File: config.mk
export PLATFORM = sky130hd
export DESIGN_NAME = mem_arbiter
export DESIGN_NICKNAME = d
export VERILOG_FILES = /design/src/rtl/mem_arbiter.sv
export SDC_FILE = /design/constraint.sdc
export NUM_CORES = 1
export LEC_CHECK = 0
export ABC_AREA = 1
export BUFFER_PORTS_ARGS = -buffer_cell sky130_fd_sc_hd__buf_2
export CAP_MARGIN = 15
export CORE_AREA = 2 2 121 123
export CTS_CLUSTER_SIZE = 20
export DETAILED_ROUTE_END_ITERATION = 7
export DIE_AREA = 0 0 123 125
export PLACE_DENSITY = 0.8
export REMOVE_ABC_BUFFERS = 1
export SLEW_MARGIN = 20
export SYNTH_ARGS = -nofsm -noshare
export SYNTH_HDL_FRONTEND = slang
export SYNTH_SLANG_ARGS = --single-unit
File: constraint.sdc
create_clock -name clock -period 2.9 [get_ports clock]
set_input_delay 0.58 -clock clock [delete_from_list [all_inputs] [get_ports clock]]
set_output_delay 0.58 -clock clock [all_outputs]
set_load 0.005 [all_outputs]
File: src/rtl/mem_arbiter.sv
// mem_arbiter: merges the CPU instruction and data memory ports onto one
// shared memory port. Only one transaction is outstanding at a time. Data
// requests win over instruction requests, but after STARVE_LIMIT consecutive
// data grants made while an instruction fetch is waiting, the fetch is forced
// through.
//
// Ports:
//   clock, reset             rising-edge clock, asynchronous active-high reset
//   imemory_*                instruction-side request (valid/instr/addr/wdata/
//                            wstrb in) and response (rdata/ready out)
//   dmemory_*                data-side request and response, same layout
//   memory_valid/instr/addr/wdata/wstrb   registered shared-port request
//   memory_rdata, memory_ready            shared-port response
module mem_arbiter #(
    parameter int STARVE_LIMIT = 4,
    parameter int ADDR_WIDTH   = 32
) (
    input  logic                  clock,
    input  logic                  reset,
    input  logic                  imemory_valid,
    input  logic                  imemory_instr,
    input  logic [ADDR_WIDTH-1:0] imemory_addr,
    input  logic [31:0]           imemory_wdata,
    input  logic [3:0]            imemory_wstrb,
    output logic [31:0]           imemory_rdata,
    output logic                  imemory_ready,
    input  logic                  dmemory_valid,
    input  logic                  dmemory_instr,
    input  logic [ADDR_WIDTH-1:0] dmemory_addr,
    input  logic [31:0]           dmemory_wdata,
    input  logic [3:0]            dmemory_wstrb,
    output logic [31:0]           dmemory_rdata,
    output logic                  dmemory_ready,
    output logic                  memory_valid,
    output logic                  memory_instr,
    output logic [ADDR_WIDTH-1:0] memory_addr,
    output logic [31:0]           memory_wdata,
    output logic [3:0]            memory_wstrb,
    input  logic [31:0]           memory_rdata,
    input  logic                  memory_ready
);

    localparam logic [1:0] IDLE   = 2'd0;
    localparam logic [1:0] BUSY_I = 2'd1;
    localparam logic [1:0] BUSY_D = 2'd2;

    localparam logic [3:0] LIMIT = 4'(STARVE_LIMIT);

    logic [1:0] state;
    logic [3:0] starve_cnt;
    logic       grant_i;
    logic       grant_d;

    // Counter never exceeds LIMIT, so a fetch waiting long enough always
    // sees starve_cnt == LIMIT and gets forced through.
    function automatic logic [3:0] sat_inc(input logic [3:0] v);
        return (v >= LIMIT) ? LIMIT : v + 4'd1;
    endfunction

    // Arbitration only happens in IDLE; the completion cycle is spent in
    // BUSY_x, which gives the mandatory one-cycle gap between transactions.
    always_comb begin
        grant_i = 1'b0;
        grant_d = 1'b0;
        if (state == IDLE) begin
            if (dmemory_valid && imemory_valid) begin
                if (starve_cnt == LIMIT) grant_i = 1'b1;
                else                     grant_d = 1'b1;
            end else if (dmemory_valid) begin
                grant_d = 1'b1;
            end else if (imemory_valid) begin
                grant_i = 1'b1;
            end
        end
    end

    always_ff @(posedge clock or posedge reset) begin
        if (reset) begin
            state        <= IDLE;
            starve_cnt   <= 4'd0;
            memory_valid <= 1'b0;
            memory_instr <= 1'b0;
            memory_addr  <= '0;
            memory_wdata <= 32'd0;
            memory_wstrb <= 4'd0;
        end else begin
            case (state)
                IDLE: begin
                    if (grant_d) begin
                        state        <= BUSY_D;
                        memory_valid <= 1'b1;
                        memory_instr <= dmemory_instr;
                        memory_addr  <= dmemory_addr;
                        memory_wdata <= dmemory_wdata;
                        memory_wstrb <= dmemory_wstrb;
                        // Only count data grants that actually made a fetch wait.
                        starve_cnt   <= imemory_valid ? sat_inc(starve_cnt) : 4'd0;
                    end else if (grant_i) begin
                        state        <= BUSY_I;
                        memory_valid <= 1'b1;
                        memory_instr <= imemory_instr;
                        memory_addr  <= imemory_addr;
                        memory_wdata <= imemory_wdata;
                        memory_wstrb <= imemory_wstrb;
                        starve_cnt   <= 4'd0;
                    end
                end
                BUSY_I, BUSY_D: begin
                    // Latched request stays put until the memory completes,
                    // even if the requester has already withdrawn.
                    if (memory_ready) begin
                        state        <= IDLE;
                        memory_valid <= 1'b0;
                    end
                end
                default: begin
                    state        <= IDLE;
                    memory_valid <= 1'b0;
                end
            endcase
        end
    end

    // Completion is routed combinationally to the owner only; a memory_ready
    // seen in IDLE reaches neither side.
    assign imemory_ready = (state == BUSY_I) && memory_ready;
    assign dmemory_ready = (state == BUSY_D) && memory_ready;
    assign imemory_rdata = imemory_ready ? memory_rdata : 32'd0;
    assign dmemory_rdata = dmemory_ready ? memory_rdata : 32'd0;

endmodule

==> results of run 1 <==
metal layers:
metal,vias up,global-route usage [%],part of all wire (%)
met2,235,37.6,49
met3,27,7.03,9.8
met5,-,0,0.080
li1,3019,-,-
met4,2,6.75,2.4
met1,2612,21.9,38
cell usage in the layout (no fill, tap or decap), drive strengths merged:
| master | n |
|---|---|
| ha | 5 |
| o21ai | 4 |
| o22ai | 3 |
| inv | 252 |
| a22oi | 1 |
| nand3 | 73 |
| o21bai | 1 |
| nand2 | 351 |
| bufinv | 1 |
| diode | 3 |
| a21oi | 1 |
| nor2 | 68 |
| dfrtp | 76 |
| buf | 320 |
| clkinv | 4 |
| clkbuf | 10 |
| clkinvlp | 1 |
power by group:
group	internal, mW	switching, mW
registers	1.58	0.281
clock network	0.681	0.441
logic	1.13	1.71
final cells by class:
class	count	share of cell area, %
diodes	3	0.106
clock buffers	10	3.36
flip-flops and latches	76	26.7
clock inverters	5	0.739
inverters	253	13.4
repair buffers	320	23.2
well taps	184	3.24
multi-input cells	507	29.2
worst max-delay path, delay by kind of cell (launching register included):
| kind | cells | cell delay, ns |
|---|---|---|
| adders and majority gates | 1 | 0.20 |
| buffers and inverters | 3 | 0.51 |
| DFF | 1 | 0.35 |
| and+or+nand+nor | 2 | 0.15 |
registers in the layout, indices dropped and copies added, names as in the netlist:
name	flops
memory_instr	1
memory_wstrb	4
starve_cnt	4
memory_valid	1
memory_addr	32
state	2
memory_wdata	32
through the flow:
step                setup slack [ns]  util [%]  std cells
floorplan                     -0.312         -        836
global placement               0.832      48.0       1340
detailed placement             0.783      48.0       1340
CTS                            0.759      50.0       1355
global route                   0.591      50.0       1356
finish                         0.786      50.1       1358
cell families after synthesis:
kind of cell / after synthesis / share of synthesized area, %
AND/OR/NAND/NOR: 492 / 38.1
buffers and inverters: 295 / 22.2
flip-flops: 76 / 37.2
AO/OA/AOI/OAI: 10 / 1.22
adder cells (fa/ha/maj): 5 / 1.22
how the worst max path moves through the flow:
| stage | start | to | cells past startpoint |
|---|---|---|---|
| after floorplan | dmemory_valid | memory_addr[0] | 6 |
| after global placement | dmemory_valid | memory_wdata[31] | 8 |
| after detailed placement | state[0] | memory_wdata[25] | 9 |
| after CTS | state[0] | dmemory_rdata[13] | 6 |
| after global routing | state[0] | memory_wdata[29] | 9 |
| final | state[0] | dmemory_rdata[13] | 6 |
==> impl_metrics.json, run 1 <==
{
  "ir_worst_vdd_mv": 0.386,
  "timing.hold.ws_ns": 0.352,
  "synth_area_leaders": "sky130_fd_sc_hd__dfrtp_1, sky130_fd_sc_hd__nand2_1, sky130_fd_sc_hd__inv_1",
  "path_cells": "inv_1 > ha_1 > nand2_1 > buf_4 > nor2_1 > buf_2",
  "postSynth.topFlopCell": "sky130_fd_sc_hd__dfrtp_1",
  "worst-r2r-setup-slack_ns": 0.80,
  "post_drt_wl_per_cell_um": 12.0,
  "ctsLongestPathBuffers": 2,
  "die_footprint_um2": 15400,
  "fmax_ghz": 0.473,
  "drc_errors": 0,
  "worst_path_max_fanout": 33,
  "synth_async_sr_flop_share_pct": 100,
  "r2r-end": "memory_wdata[31]",
  "clock_tree.root_cell": "sky130_fd_sc_hd__clkbuf_16",
  "pleak_nw": 5.30,
  "outcome": "finished, final reports clean",
  "initial_antenna_violation_count": 5,
  "dieWidth_um": 123,
  "worst_ep_arrival_time_ns": 1.53,
  "holdCritPathClass": "input pin to asynchronous set/reset pin",
  "drt-vias-per-instance": 4.34,
  "grt_remaining_overflow": 0,
  "design.final.nets": 1347,
  "setup_repair_after_global_routing_missed_its_margin": "no",
  "timing.final.crit_share_pct": 72.9,
  "detailed_place_hpwl_mm": 12.0,
  "post_synth_num_cell_types": 18,
  "setup_tns_ns": 0,
  "core_um2": 14200,
  "maxCapViolCount": 0,
  "synth_most_common_cell": "sky130_fd_sc_hd__nand2_1",
  "ys.warnings.count": 0,
  "fin_skew_ns": 0.00692,
  "clkSinkCount": 76,
  "cts-htree-levels": 3,
  "gr-usage-all-layers_pct": 20.6,
  "ios": 311,
  "num_vias": 5895,
  "post_synth_instance_area_um2": 5110,
  "grt_first_pass_wirelength_mm": 24.7,
  "grt_start_max_net_pins": 72,
  "power.total_mw": 5.82,
  "number_of_flops_mapped_to_enable_cells_by_yosys": 0,
  "tritoncts": "yes",
  "fillerInstances": 1471,
  "dpl_cell_area_um2": 6810,
  "drt_wl_total_mm": 16.3,
  "num_rows": 44,
  "detail_route.iter0.violations": 217,
  "dieHeight_um": 125,
  "setup_viol": 0,
  "synth-seq-cells": 76,
  "critical_path.slowest_cell": "sky130_fd_sc_hd__dfrtp_1",
  "final-hold-violation-count": 0,
  "cts.reportedPaths.clkPinSlew_ns": 0.06,
  "first_global_vias": 5119,
  "place.gp.congestion": 0.833,
  "worst_setup_path_start_kind": "flop",
  "power-per-cell-area_nw_per_um2": 818,
  "clk_latency_ns": 0.33,
  "synthesis.area_per_instance_um2": 5.82,
  "period_needed_ns": 2.11,
  "yosysSeqAreaShare_pct": 37.2,
  "numCtsBuffers": 9,
  "placement.io_buffers": 310,
  "worst_pin_slew_ns": 0.879,
  "ff_latch_area_um2": 1900,
  "cts.repair_timing.setup_buffer_count": 0,
  "drive_above_1_share_pct": 29.1,
  "worst_ep_required_time_ns": 2.32,
  "antenna_left": 0,
  "drt_first_pass_iters": 5,
  "regToRegStartpoint": "state[0]",
  "layout.cell_area.non_filler_um2": 7110,
  "cts_resized": 0,
  "cp_class": "flop to output pin",
  "cp_slowest_stage_delay_ns": 0.35,
  "maxSlewHeadroom_pct": 41.3,
  "synth.largest_area_cell": "sky130_fd_sc_hd__dfrtp_1",
  "cts_hold_repair.buffers": 0,
  "multi_input_area_um2": 2080,
  "area_delta_synth_final_pct": 39.2,
  "initial_utilization_pct": 36.0,
  "cell_count_after_synthesis": 878,
  "yosys-top-cells-count": "sky130_fd_sc_hd__nand2_1, sky130_fd_sc_hd__inv_1, sky130_fd_sc_hd__dfrtp_1, sky130_fd_sc_hd__nand3_1, sky130_fd_sc_hd__nor2_1",
  "synth.top_cell.area_share_pct": 37.2,
  "r2r_cells": 9,
  "critPathCaptureType": "output pin",
  "drv_slew": 0
}
Note: power is estimated with default switching activity, not from simulation.
==> run 2: changes to the inputs <==
CORE_AREA = 2 2 120 122   (was 2 2 121 123)
DIE_AREA = 0 0 122 124   (was 0 0 123 125)
PLACE_DENSITY = 0.84   (was 0.8)
clock period = 1.8 ns   (was 2.9 ns; I/O delays follow)
==> run 2 against run 1 <==
Effect of this change:
- the run now ends with setup timing left
- register-to-register slack got worse by 0.68 ns
- non-clock buffer count increased by 18
- sequential power increased by 62%
- power increased by 71%
- count of clock-buffer cells in the layout increased by 1
- cell count increased by 1.0%
- highest routed layer unchanged
==> impl_metrics.json, run 2 (synthesis gave the netlist of run 1 again) <==
{
  "outcome": "finished, violations left",
  "failing_checks": "setup timing",
  "cp_class": "flop to output pin",
  "holdCritStartpoint": "imemory_wdata[28]",
  "critPathLaunch": "state[1]",
  "dieWidth_um": 122,
  "placement.io_buffers": 310,
  "clock_tree.root_cell": "sky130_fd_sc_hd__clkbuf_16",
  "regToRegStartpoint": "state[0]",
  "grt_first_pass_wirelength_mm": 25.0,
  "clk_latency_ns": 0.33,
  "drt_wl_total_mm": 17.5,
  "period_needed_ns": 1.87,
  "fin_skew_ns": 0.00749,
  "grt_start_max_net_pins": 68,
  "post_drt_wl_per_cell_um": 12.8,
  "drc_errors": 0,
  "finalWorstSetupSlack_ns": -0.0651,
  "timing.final.crit_share_pct": 104,
  "die_footprint_um2": 15100,
  "num_rows": 43,
  "power-per-cell-area_nw_per_um2": 1320,
  "setup_viol": 36,
  "grt_remaining_overflow": 0,
  "r2r_cells": 8,
  "area_delta_synth_final_pct": 47.5,
  "core_um2": 13700,
  "final_cell_mix": "sky130_fd_sc_hd__nand2_1, sky130_fd_sc_hd__buf_2, sky130_fd_sc_hd__inv_1, sky130_fd_sc_hd__dfrtp_1, sky130_fd_sc_hd__nand3_1",
  "detail_route.iter0.violations": 279,
  "timing.hold.ws_ns": 0.296,
  "initial_antenna_violation_count": 4,
  "r2r-end": "memory_wdata[23]",
  "fmax_ghz": 0.536,
  "maxSlewHeadroom_pct": 67.6,
  "hold_end": "memory_wdata[28]",
  "design.final.nets": 1365,
  "cts.reportedPaths.clkPinSlew_ns": 0.06,
  "maxCapViolCount": 0,
  "drt-vias-per-instance": 4.48,
  "cts-htree-levels": 3,
  "worst_ep_required_time_ns": 1.44,
  "drive_above_1_share_pct": 34.0,
  "worst_setup_path_start_kind": "flop",
  "critPathCaptureType": "output pin",
  "num_vias": 6146,
  "layout_commonest_cell": "sky130_fd_sc_hd__nand2_1",
  "antenna_left": 0,
  "worst_path_max_fanout": 8,
  "drv_slew": 0,
  "place.gp.congestion": 0.831,
  "holdCritPathClass": "input pin to flop",
  "worst_pin_slew_ns": 0.486,
  "numCtsBuffers": 9,
  "dieHeight_um": 124,
  "drt_first_pass_iters": 5,
  "first_global_vias": 5329,
  "ir_worst_vdd_mv": 0.587,
  "ios": 311,
  "worst_ep_arrival_time_ns": 1.51,
  "tritoncts": "yes",
  "final-hold-violation-count": 0,
  "setup_repair_after_global_routing_missed_its_margin": "yes",
  "worst-r2r-setup-slack_ns": 0.12,
  "pleak_nw": 5.43,
  "initial_utilization_pct": 37.2,
  "gr-usage-all-layers_pct": 21.2,
  "clkSinkCount": 76,
  "power.total_mw": 9.94,
  "worst_hold_path.num_cells": 5,
  "detailed_place_hpwl_mm": 12.4,
  "largestRegisters": "memory_addr: 32 flops, memory_wdata: 32 flops",
  "ctsLongestPathBuffers": 2
}
==> run 2: routing by layer <==
layer  wire (µm)  track usage (%)
met5          23                0
met3        1610             6.50
met2        8680             39.3
met4         610             6.97
met1        6620             22.8
==> run 2: critical path: stages, from the launching register on <==
cell	delay, ns
sky130_fd_sc_hd__dfrtp_1	0.40
sky130_fd_sc_hd__inv_2	0.10
sky130_fd_sc_hd__ha_4	0.16
sky130_fd_sc_hd__nand2_8	0.08
sky130_fd_sc_hd__clkbuf_16	0.19
sky130_fd_sc_hd__nor2_1	0.11
sky130_fd_sc_hd__buf_2	0.13
==> run 2: worst max path at each step <==
stage	end	depth (start not counted)
global placement	dmemory_rdata[15]	6
CTS	dmemory_rdata[14]	6
floorplan	memory_addr[0]	6
global route	imemory_rdata[0]	6
finish	imemory_rdata[0]	6
detailed placement	dmemory_rdata[14]	6
==> run 2: layout make-up <==
class,count,area (µm²)
timing repair buffer,338,1930
antenna,2,5.00
tap,180,225
inverter,253,951
multi-input combinational,507,2250
sequential,76,1900
clock buffer,11,243
fill,1337,6180
clock inverter,5,36.3
==> run 2: report_power, final <==
part / total [mW] / switching, mW / internal [mW]
registers: 3.01 / 0.457 / 2.55
logic: 5.23 / 3.03 / 2.20
clock network: 1.71 / 0.732 / 0.977
==> run 2: metrics by stage <==
stage / setup slack, ns / instance area [µm²] / util, % / cells / setup TNS [ns]
3_3_place_gp: 0.213 / 6900 / 50.3 / 1342 / 0
6_report: -0.0651 / 7530 / 54.9 / 1372 / -0.398
3_5_place_dp: 0.107 / 6900 / 50.3 / 1342 / 0
5_1_grt: -0.107 / 7530 / 54.9 / 1370 / -2.89
4_1_cts: -0.0188 / 7220 / 52.7 / 1360 / -0.0469
2_1_floorplan: -1.19 / 4920 / - / 836 / -125.89
==> run 2: what timing repair did <==
| action | 4_1_cts | 5_1_grt |
|---|---|---|
| setup endpoints to repair | 32 | 59 |
| resized for setup | 9 | 55 |
| buffers inserted | 1 | 5 |
| gates cloned | 0 | 5 |
| hold buffers | 1 | 0 |
| pin swaps | 1 | 1 |
| hold endpoints to repair | 16 | 0 |
